`src/rtl/prog_sequencer.sv`:
```
// Program-counter sequencer: IDLE/RUN/DONE control of the instruction ROM
// address, decoder mode feedback, completion flag and a saturating cycle count.
module prog_sequencer (
    input  logic       Clk,
    input  logic       Reset,
    input  logic       Start,
    input  logic       Hold,
    input  logic       BranchEn,
    input  logic [8:0] BranchTarget,
    input  logic [1:0] NextState,
    input  logic [8:0] PrevInstructionOut,
    input  logic       DoneIn,
    output logic [8:0] ProgCtr,
    output logic [1:0] CurrState,
    output logic [8:0] PrevInstruction,
    output logic       Running,
    output logic       Ack,
    output logic [15:0] CycleCount
);

    typedef enum logic [1:0] {
        IDLE = 2'b00,
        RUN  = 2'b01,
        DONE = 2'b10
    } state_e;

    state_e      state_q, state_d;
    logic [8:0]  pc_q, pc_d;
    logic [1:0]  cs_q, cs_d;
    logic [8:0]  prev_q, prev_d;
    logic        ack_q, ack_d;
    logic [15:0] cnt_q, cnt_d;
    logic [15:0] cnt_inc;

    assign cnt_inc = (cnt_q == 16'hFFFF) ? cnt_q : cnt_q + 16'd1;

    always_comb begin
        state_d = state_q;
        pc_d    = pc_q;
        cs_d    = cs_q;
        prev_d  = prev_q;
        ack_d   = ack_q;
        cnt_d   = cnt_q;
        unique case (state_q)
            IDLE, DONE: begin
                if (Start) begin
                    state_d = RUN;
                    pc_d    = 9'd0;
                    cs_d    = 2'b00;
                    prev_d  = 9'd0;
                    ack_d   = 1'b0;
                    cnt_d   = 16'd0;
                end
            end
            RUN: begin
                if (!Hold) begin
                    cnt_d = cnt_inc;
                    if (DoneIn) begin
                        state_d = DONE;
                        ack_d   = 1'b1;
                        cs_d    = 2'b00;
                    end else begin
                        pc_d   = BranchEn ? BranchTarget : pc_q + 9'd1;
                        // Reserved mode 11 degrades to regular sequencing
                        cs_d   = (NextState == 2'b11) ? 2'b00 : NextState;
                        prev_d = PrevInstructionOut;
                    end
                end
            end
            default: state_d = IDLE;
        endcase
    end

    always_ff @(posedge Clk or negedge Reset) begin
        if (!Reset) begin
            state_q <= IDLE;
            pc_q    <= 9'd0;
            cs_q    <= 2'b00;
            prev_q  <= 9'd0;
            ack_q   <= 1'b0;
            cnt_q   <= 16'd0;
        end else begin
            state_q <= state_d;
            pc_q    <= pc_d;
            cs_q    <= cs_d;
            prev_q  <= prev_d;
            ack_q   <= ack_d;
            cnt_q   <= cnt_d;
        end
    end

    assign ProgCtr         = pc_q;
    assign CurrState       = cs_q;
    assign PrevInstruction = prev_q;
    assign Running         = (state_q == RUN);
    assign Ack             = ack_q;
    assign CycleCount      = cnt_q;

endmodule

```
`config.mk`:
```
export PLATFORM = sky130hd
export DESIGN_NAME = prog_sequencer
export DESIGN_NICKNAME = d
export VERILOG_FILES = /design/src/rtl/prog_sequencer.sv
export SDC_FILE = /design/constraint.sdc
export NUM_CORES = 1
export LEC_CHECK = 0
export ABC_AREA = 1
export BUFFER_PORTS_ARGS = -buffer_cell sky130_fd_sc_hd__buf_2
export CAP_MARGIN = 20
export CORE_ASPECT_RATIO = 0.5
export CORE_MARGIN = 2
export CORE_UTILIZATION = 52
export CTS_BUF_LIST = sky130_fd_sc_hd__clkbuf_8 sky130_fd_sc_hd__clkbuf_16
export DETAILED_ROUTE_END_ITERATION = 12
export PLACE_DENSITY = 0.86
export SLEW_MARGIN = 30
export SYNTH_ARGS = -nofsm -noshare
export SYNTH_HDL_FRONTEND = slang
export SYNTH_SLANG_ARGS = --single-unit
export TNS_END_PERCENT = 5
```
`constraint.sdc`:
```
create_clock -name Clk -period 1.7 [get_ports Clk]
set_clock_uncertainty 0.05 [all_clocks]
set_input_delay 0.425 -clock Clk [delete_from_list [all_inputs] [get_ports Clk]]
set_output_delay 0.425 -clock Clk [all_outputs]
set_load 0.03 [all_outputs]
```
======== Yosys cells after proc, flatten, opt, wreduce, memory -nomap -nowiden ========
Index checks and enable logic that the tools add are counted.
storage, ports and cells
  logic and storage cells ................. 50
  input port bits ......................... 26
  register bits after elaboration ......... 39
operators by class
  equal/unequal tests ..................... 9
  muxes and demuxes ....................... 25
  reduce and logical (&&, ||, !) cells .... 8
  add/subtract/negate cells ............... 2
operators with widths
  operator                                       number
  2-to-1 mux 9 bit                               6
  2-to-1 mux 16 bit                              3
  one-hot mux 9 bit (2 select lines)             2
  one-hot mux 16 bit (2 select lines)            1
  adder 16 x 1 -> 16 bit, second input constant  1
  == test 16 bit, second input constant          1
  2-to-1 mux 2 bit                               7
  AND reduction 4 bit                            3
  != test 2 bit, second input constant           5
  adder 9 x 1 -> 9 bit, second input constant    1
  one-hot mux 2 bit (2 select lines)             2
  AND reduction 3 bit                            2
  == test 2 bit, second input constant           2
  2-to-1 mux 1 bit                               3
  == test 2 x 1 -> 1 bit, second input constant  1
  logical NOT 2 bit                              1
  one-hot mux 1 bit (2 select lines)             1
  nonzero test 2 bit                             1
  OR reduction 2 bit                             1

======== Logic depth before layout (Yosys ltp) ========
Gate-level depths: netlist (run 1).
  word-level depth ........................ 5
  mapped depth ............................ 10
  mapped depth without buffers ............ 9

======== Least setup slack after synthesis (run 1) ========
No wires, ideal clock.
  path kind ............................... flip-flop to flip-flop
  start ................................... reg cnt_q[0], in the netlist CycleCount[0]
  end ..................................... reg cnt_q[14], in the netlist CycleCount[14]
  stages on the path, launching flop included .. 10
  period minus slack after synthesis ...... 1.734 ns
  arrival ................................. 1.567 ns
  slack ................................... -0.034 ns
  data required time ...................... 1.533 ns
  cell sequence ........................... dfrtp_1 ha_1 nand2_1 nor2_4 nand3_1 nor2_1 nor2_1 buf_4 nand2_1 nand2_1
on the way
  word-level cells in the longest chain between the ends .. 4
  elaborated cells between the ends (all ways) .. 7
ends and longest elaborated chain
  item                                 RTL line  text
  start, declared                      32        logic [15:0] cnt_q, cnt_d;
  start signal, assigned               88        cnt_q <= cnt_d;
  adder 16 x 1 -> 16 bit               35        assign cnt_inc = (cnt_q == 16'hFFFF) ? cnt_q : cnt_q + 16'd1;
  2-to-1 mux 16 bit                    35
  2-to-1 mux 16 bit                    56        if (!Hold) begin
  one-hot mux 16 bit (2 select lines)  44        unique case (state_q)
Parallel ways exist; a longest one is shown, timed or not. The select of a mux whose other input is x is not followed.
A chain may end at the register's enable or synchronous reset.

======== Worst setup path after layout (run 1) ========
  start ................................... reg state_q[0]
  end ..................................... out Running
on the way
  word-level cells in the longest chain between the ends .. 1
ends and longest elaborated chain
  item                    RTL line  text
  start, declared         27        state_e state_q, state_d;
  start signal, assigned  83        state_q <= state_d;
  == test 2 x 1 -> 1 bit  95        assign Running = (state_q == RUN);
  end, declared           16        output logic Running,
Every way passes these cells.

==> impl_metrics.ini, run 1 <==
[run_status]
run_status = finished clean

[worst_setup_path]
crit_arrival_ns = 1.15
worst_setup_path_start_kind = register
required_ns = 1.22
r2r-end = CycleCount[9]
path_class = reg -> out
critical_path.max_fanout = 7
endpoint = Running
r2r_slack_ns = 0.12
end_kind = primary output
crit_start = state_q[0]
r2r-start = CycleCount[0]
reg2reg_depth = 10

[detailed_routing]
drc_errors = 0
drt_wl_total_um = 5770
detail-route-antenna-nets = 0
num_vias = 2302
detail_route.iter0.violations = 132
dr.pass1.iters = 4
avgViaCountPerCell = 5.04
drt-wirelength-per-cell_um = 12.6

[worst_hold_path]
hp-class = in -> async

[clock_network]
clockBufferDepth = 2
cts.sinks = 39
clk_latency_ns = 0.30
cts_tree = built
postCtsHoldBufs = 0
postCtsSetupRepairBufs = 0
cts_buffers = 5
cts_resized = 3
clk_pin_slew_ns = 0.08
root_buffer = clkbuf_8
htreeDepth = 2

[sta]
slew_headroom_pct = 65.9
report.final.slew_viol_count = 0
setup_viol = 0
fin_tns_setup_ns = 0
finalCritPeriodShare_pct = 95.8
fin_ws_ns = 0.0719
worstMarginPinSlew_ns = 0.512
fmax_mhz = 614
period_needed_ns = 1.63
fin_hold_ws_ns = 0.0346
rsz0062_at_grt = no
finalHoldViolations = 0

[global_route]
grt_pass1_vias = 2096
grt_pass1_wl_um = 9400
grt_usage_pct = 24.4
grt_max_degree = 24
overflow = 0
antenna_found_initial = 0

[synthesis]
synth-seq-cells = 39
synth_warnings = 0
netlist-cell-type-count = 28
synth_mux_area_share_pct = 0
synth_xor_area_share_pct = 3.13
syn_nets = 345
syn_inst = 317
synth-compound-area-share_pct = 5.58
avgSynthCellArea_sq_um = 7.07
ys_seq_area_share_pct = 43.6
synth_area_sq_um = 2240
synthAdderAreaFrac_pct = 1.12
synth_top_family_by_area = simple AND/OR/NAND/NOR gates
synth-simple-area-share_pct = 39.8

[floorplanning]
initial_utilization_pct = 55.7
fp.dieH_um = 50.4
die_area_sq_um = 4880
die_w_um = 96.8
ios = 64
coreArea_sq_um = 4020
rows = 16

[final_layout]
final_common_cell = nand2_1
drive_gt1_share_pct = 29.0
final_cell_mix = nand2_1, buf_2, dfrtp_1
antenna_cells = 0
nFillCells = 300
seq_area_sq_um = 978
syn2layout_area_growth_pct = 27.5
multi_input_area_sq_um = 1130
fin_nets = 430

[placement]
hpwl_um = 4250
pre_cts_ws_ns = -0.196
finalWeightedCongestion = 0.961
numPortBuffers = 63

[run]
cap_violations = 0

[power_and_ir_drop]
p_leak_nw = 1.60
power.density_nw_per_um2 = 1310
max-vdd-ir-drop_mv = 0.465
## synth_stat cells
library cell / instances / share of area, %
xor2_1: 5 / 2.0
o21ai_0: 14 / 3.1
buf_2: 2 / 0.45
nor3_1: 3 / 0.67
nor2_1: 34 / 5.7
or2_1: 1 / 0.28
dfrtp_1: 39 / 44
nand4_1: 6 / 1.7
nor2_4: 2 / 1.0
o21ai_4: 1 / 0.73
nand2_2: 4 / 1.1
o221ai_1: 1 / 0.39
a21oi_1: 1 / 0.22
nand3b_1: 1 / 0.34
inv_2: 6 / 1.0
clkbuf_1: 2 / 0.34
ha_1: 2 / 1.1
nand2_4: 2 / 1.0
buf_4: 1 / 0.34
xnor2_1: 3 / 1.2
o211ai_1: 1 / 0.34
nand2_1: 130 / 22
buf_6: 1 / 0.50
inv_1: 25 / 4.2
o22ai_1: 2 / 0.56
nand3_1: 23 / 5.1
o21ai_1: 1 / 0.22
nor2_2: 4 / 1.1
## layer usage
layer | GRT usage, % | up-vias | share of wire [%]
met5 | 0 | - | 0
met4 | 7.98 | 0 | 1.4
met3 | 5.71 | 8 | 4.2
met2 | 43.2 | 65 | 48
met1 | 30.2 | 1067 | 46
li1 | - | 1162 | -
## layout make-up
cell class / count / share of cell area [%]
Tap cell: 54 / 2.36
Clock inverter: 3 / 0.701
Sequential cell: 39 / 34.2
Inverter: 31 / 4.07
Multi-Input combinational cell: 241 / 39.6
Clock buffer: 5 / 2.41
Timing Repair Buffer: 84 / 16.6
## where the power goes
part	internal [mW]	switching [mW]
clock network	0.286	0.370
logic	0.539	1.22
registers	1.15	0.185
total	1.98	1.77
## through the flow
| stage | power, mW | util [%] | instances | instance area [sq um] |
|---|---|---|---|---|
| final | 3.75 | 71.0 | 457 | 2860 |
| after global placement | 3.00 | 68.3 | 449 | 2750 |
| after global routing | 4.00 | 71.0 | 457 | 2860 |
| after detailed placement | 3.06 | 68.3 | 449 | 2750 |
| after CTS | 3.74 | 70.6 | 457 | 2840 |
| after floorplan | 2.53 | - | 317 | 2240 |
## state kept, by name, indices dropped and copies added (netlist names)
signal and flops:
CycleCount 16, PrevInstruction 9, ProgCtr 9, CurrState 2, state_q 2, Ack 1
## critical path: stages, from the launching register on
cell     delay, ns
dfrtp_1       0.46
nand2_4       0.16
inv_2         0.07
buf_4         0.17
## worst min path at each step
stage / start / to / cells past startpoint
after floorplan: Reset / Ack / 0
after global placement: Reset / CycleCount[9] / 1
after detailed placement: Reset / CycleCount[11] / 1
after CTS: Reset / PrevInstruction[8] / 1
after global routing: Reset / PrevInstruction[8] / 1
final: Reset / CycleCount[11] / 1
## cell families (layout without fill, tap and decap cells)
group                    count (synthesis)  count (layout)
AO/OA/AOI/OAI                           21              21
XOR/XNOR                                 8               8
adder cells (fa/ha/maj)                  2               2
buffers and inverters                   37             123
AND/OR/NAND/NOR                        210             210
flip-flops                              39              39
Note: power is estimated with default switching activity, not from simulation.
==> run 2, diff against run 1 <==
--- a/config.mk
+++ b/config.mk
@@ -10,10 +10,10 @@
 export CAP_MARGIN = 20
 export CORE_ASPECT_RATIO = 0.5
 export CORE_MARGIN = 2
-export CORE_UTILIZATION = 52
+export CORE_UTILIZATION = 56
 export CTS_BUF_LIST = sky130_fd_sc_hd__clkbuf_8 sky130_fd_sc_hd__clkbuf_16
 export DETAILED_ROUTE_END_ITERATION = 12
-export PLACE_DENSITY = 0.86
+export PLACE_DENSITY = 0.91
 export SLEW_MARGIN = 30
 export SYNTH_ARGS = -nofsm -noshare
 export SYNTH_HDL_FRONTEND = slang
==> constraint.sdc (replaced) <==
create_clock -name Clk -period 2 [get_ports Clk]
set_clock_uncertainty 0.05 [all_clocks]
set_input_delay 0.5 -clock Clk [delete_from_list [all_inputs] [get_ports Clk]]
set_output_delay 0.5 -clock Clk [all_outputs]
set_load 0.03 [all_outputs]
==> run 2 against run 1 <==
Flip-flop and latch count unchanged. Die area decreased by 6.7%. Worst setup slack better by 0.14 ns. Non-clock buffer count shrank 19. Via count down 0.70%. Power decreased by 14%. Clock power up 6.1%. Cell area down 4.7%. Sequential share of layout area grew 1.6 points. Combinational power down 22%. Register-to-register slack better by 0.09 ns. Critical path depth increased by 3.
==> impl_metrics.ini, run 2 (same netlist as run 1, synthesis figures left out) <==
[worst_setup_path]
critical_path.max_fanout = 16
critPathBufInv = 1
crit_cells = 6
path_class = reg -> reg
r2r-end = ProgCtr[0]
crit_path_top_delay_cell = dfrtp_1
r2r-start = state_q[0]
worstPathCellList = or2_1 > o21ai_4 > nor2_2 > inv_2 > nand2_1 > o21ai_0
required_ns = 2.13
end_kind = register
r2r_slack_ns = 0.21
endpoint = ProgCtr[0]
crit_start = state_q[0]
reg2reg_depth = 6
max_stage_delay_ns = 0.45
worst_setup_path_start_kind = register
crit_arrival_ns = 1.92
critical-path-top-delay-family = simple AND/OR/NAND/NOR gates

[final_layout]
drive_gt1_share_pct = 24.2
multi_input_area_sq_um = 1110
final_cell_mix = nand2_1, buf_2, dfrtp_1
fin_nets = 411
seq_area_sq_um = 976
syn2layout_area_growth_pct = 21.5
final_core_util_pct = 70.5
final_common_cell = nand2_1
instances_no_fill = 438
nFillCells = 300
antenna_cells = 0
largest_reg_flops = 16
design_area_sq_um = 2720

[global_route]
use_met2_pct = 45.6
overflow = 0
grt_pass1_wl_um = 9550
grt_usage_pct = 26.7
use_met3_pct = 6.23
use_met1_pct = 32.7
top_usage_layer = met2
grt_pass1_vias = 2228
grt_max_degree = 31
antenna_found_initial = 0

[clock_network]
clk_pin_slew_ns = 0.08
postCtsHoldBufs = 0
root_buffer = clkbuf_8
cts_tree = built
clockBufferDepth = 2
cts.sinks = 39
cts_resized = 0
postCtsSetupRepairBufs = 0
clk_latency_ns = 0.30
cts_buffers = 5
htreeDepth = 2

[sta]
setup_viol = 0
fin_tns_setup_ns = 0
fmax_mhz = 560
period_needed_ns = 1.79
report.final.slew_viol_count = 0
rsz0062_at_grt = no
worstMarginPinSlew_ns = 0.651
finalCritPeriodShare_pct = 89.3
slew_headroom_pct = 56.6
finalHoldViolations = 0

[floorplanning]
initial_utilization_pct = 58.0
ios = 64
coreArea_sq_um = 3860
fp.dieH_um = 48.7
rows = 16
die_w_um = 93.5
die_area_sq_um = 4550

[detailed_routing]
detail_route.iter0.violations = 121
drt-wirelength-per-cell_um = 13.0
num_vias = 2286
drc_errors = 0
detail-route-antenna-nets = 0
dr.pass1.iters = 4
avgViaCountPerCell = 5.22
drt_wl_total_um = 5700

[power_and_ir_drop]
p_leak_nw = 1.52
max-vdd-ir-drop_mv = 0.459
power.density_nw_per_um2 = 1180

[placement]
dpl_cell_area_sq_um = 2600
finalWeightedCongestion = 0.914
dp.cells = 430
numPortBuffers = 63
hpwl_um = 4120

[worst_hold_path]
hp-class = in -> async

[run]
cap_violations = 0

[run_status]
run_status = finished clean
-- run 2: changes by cell type in the layout (fill, tap and decap cells not counted), moves of 2 or more --
cell and delta:
buf_4 -20, clkinvlp_4 -2, dfrtp_1 +2, dfrtp_2 -2
inv_1 +2, inv_2 -2
-- run 2: final cells by class --
type / count / area share (%)
repair buffers: 65 / 12.1
flip-flops and latches: 39 / 35.8
clock buffers: 6 / 3.03
well taps: 54 / 2.48
inverters: 31 / 4.27
clock inverters: 2 / 1.29
multi-input cells: 241 / 40.9
-- run 2: power breakdown --
group	total, mW	leakage (nW)	switching (mW)	internal [mW]
registers	1.15	0.525	0.174	0.976
logic	1.38	0.930	0.998	0.380
clock network	0.696	0.0612	0.292	0.404
total	3.22	1.52	1.46	1.76
-- run 2: worst min path at each step --
stage | from | end | cells past startpoint
after global routing | Reset | CycleCount[10] | 1
after global placement | PrevInstruction[2] | PrevInstruction[2] | 2
after CTS | Reset | CycleCount[10] | 1
final | Reset | CycleCount[10] | 1
after floorplan | Reset | Ack | 0
after detailed placement | PrevInstruction[1] | PrevInstruction[1] | 2
-- run 2: routing by layer --
metal	up-vias	wire, um
li1	1123	-
met2	85	2860
met3	15	355
met4	0	91
met1	1063	2400
met5	-	0
-- run 2: stage by stage --
step                power, mW  hold WS, ns  worst slack (ns)
finish                   3.22        0.163             0.214
global route             3.42        0.223            0.0868
CTS                      3.23        0.196            0.0614
detailed placement       2.53        0.409            0.0959
global placement         2.48        0.415             0.145
floorplan                2.14        0.154             0.266
==> run 3, diff against run 2 <==
--- a/config.mk
+++ b/config.mk
@@ -10,10 +10,10 @@
 export CAP_MARGIN = 20
 export CORE_ASPECT_RATIO = 0.5
 export CORE_MARGIN = 2
-export CORE_UTILIZATION = 56
+export CORE_UTILIZATION = 52
 export CTS_BUF_LIST = sky130_fd_sc_hd__clkbuf_8 sky130_fd_sc_hd__clkbuf_16
 export DETAILED_ROUTE_END_ITERATION = 12
-export PLACE_DENSITY = 0.91
+export PLACE_DENSITY = 0.86
 export SLEW_MARGIN = 30
 export SYNTH_ARGS = -nofsm -noshare
 export SYNTH_HDL_FRONTEND = slang
==> constraint.sdc (replaced) <==
create_clock -name Clk -period 1.99 [get_ports Clk]
set_clock_uncertainty 0.05 [all_clocks]
set_input_delay 0.4975 -clock Clk [delete_from_list [all_inputs] [get_ports Clk]]
set_output_delay 0.4975 -clock Clk [all_outputs]
set_load 0.01 [all_outputs]
==> run 3 against run 2 <==
Register-to-register slack hardly changed. Sequential power hardly changed. Highest routed layer unchanged. Utilization decreased by 3.7 points. First-iteration DRC count up 2.5%. Critical path depth shrank 3. Largest cell class unchanged. Flip-flop and latch count unchanged. Final cell count is 0.23% lower.
==> impl_metrics.ini, run 3 (same netlist as run 1, synthesis figures left out) <==
[floorplanning]
rows = 16
fp.dieH_um = 50.4
ios = 64
die_w_um = 96.8
die_area_sq_um = 4880
initial_utilization_pct = 55.7
coreArea_sq_um = 4020

[placement]
finalWeightedCongestion = 0.930
dp.cells = 429
hpwl_um = 4090
dpl_cell_area_sq_um = 2590
numPortBuffers = 63

[worst_setup_path]
required_ns = 1.44
path_class = reg -> out
r2r_slack_ns = 0.20
reg2reg_depth = 6
r2r-end = ProgCtr[1]
crit_arrival_ns = 1.38
crit_start = state_q[0]
end_kind = primary output
worst_setup_path_start_kind = register
critical_path.max_fanout = 11
endpoint = Running
r2r-start = state_q[0]

[clock_network]
clk_pin_slew_ns = 0.09
cts_buffers = 5
htreeDepth = 2
cts.sinks = 39
clk_latency_ns = 0.29
root_buffer = clkbuf_8
cts_tree = built
clockBufferDepth = 2

[sta]
finalHoldViolations = 0
fmax_mhz = 518
setup_viol = 0
rsz0062_at_grt = no
worstMarginPinSlew_ns = 0.532
report.final.slew_viol_count = 0
finalCritPeriodShare_pct = 97.0
fin_tns_setup_ns = 0
period_needed_ns = 1.93
slew_headroom_pct = 64.5

[final_layout]
final_cell_mix = nand2_1, buf_2, dfrtp_1
instances_no_fill = 437
final_common_cell = nand2_1
antenna_cells = 0
largest_reg_flops = 16
fin_nets = 410
final_core_util_pct = 66.8
design_area_sq_um = 2690
drive_gt1_share_pct = 24.0
syn2layout_area_growth_pct = 19.9

[power_and_ir_drop]
power.density_nw_per_um2 = 1030
max-vdd-ir-drop_mv = 0.421
p_leak_nw = 1.49
power_mw = 2.78

[run]
cap_violations = 0

[detailed_routing]
num_vias = 2225
detail_route.iter0.violations = 124
detail-route-antenna-nets = 0
drc_errors = 0
dr.pass1.iters = 4
avgViaCountPerCell = 5.09
drt_wl_total_um = 5550
drt-wirelength-per-cell_um = 12.7

[global_route]
antenna_found_initial = 0
grt_pass1_wl_um = 9140
grt_pass1_vias = 2074
grt_usage_pct = 23.1
overflow = 0
grt_max_degree = 40

[worst_hold_path]
hp-class = in -> async

[run_status]
run_status = finished clean
-- run 3: changes by cell type in the layout (fill, tap and decap cells not counted) --
| cell | change |
|---|---|
| buf_4 | -1 |
| bufinv_16 | -1 |
| clkbuf_8 | -1 |
| clkinvlp_4 | +2 |
-- run 3: metrics by stage --
stage          hold WS [ns]  setup slack (ns)
2_1_floorplan         0.152             0.422
3_5_place_dp          0.420            0.0258
3_3_place_gp          0.413            0.0731
6_report              0.193            0.0606
4_1_cts               0.219            0.0152
5_1_grt               0.240            0.0104
-- run 3: layout make-up --
cell class,instances,area (sq um)
Clock buffer,5,68.8
Clock inverter,3,16.3
Fill cell,356,1340
Inverter,31,120
Multi-Input combinational cell,241,1110
Sequential cell,39,976
Tap cell,54,67.6
Timing Repair Buffer,64,323
-- run 3: how the worst min path moves through the flow --
stage,start,end,slack (ns),depth (start not counted)
floorplan,Reset,Ack,0.15,0
global placement,PrevInstruction[1],PrevInstruction[1],0.41,2
detailed placement,PrevInstruction[8],PrevInstruction[8],0.42,2
CTS,Reset,CycleCount[15],0.22,2
global route,Reset,CycleCount[15],0.24,2
finish,Reset,CycleCount[12],0.19,2
-- run 3: what timing repair did --
| item | in CTS | in global routing |
|---|---|---|
| hold buffers | 0 | 0 |
| resized for setup | 0 | 2 |
| setup buffers | 0 | 0 |
| endpoints found under the setup margin | 0 | 13 |
-- run 3: power by group --
group | leakage [nW] | total (mW) | switching (mW) | internal, mW
clock | 0.0453 | 0.532 | 0.292 | 0.240
sequential | 0.525 | 1.16 | 0.180 | 0.981
combinational | 0.920 | 1.08 | 0.717 | 0.365
-- run 3: layer usage --
metal / up-vias / share of wire, % / global-route usage (%)
li1: 1118 / - / -
met1: 1037 / 44 / 28.1
met2: 65 / 50 / 42.7
met3: 5 / 5.6 / 5.29
met4: 0 / 0.63 / 5.40
met5: - / 0 / 0
-- run 3: worst max-delay path, stage by stage (launching register included) --
cell and delay (ns):
dfrtp_1 0.46, nand2_4 0.20, clkinvlp_4 0.23, buf_2 0.20
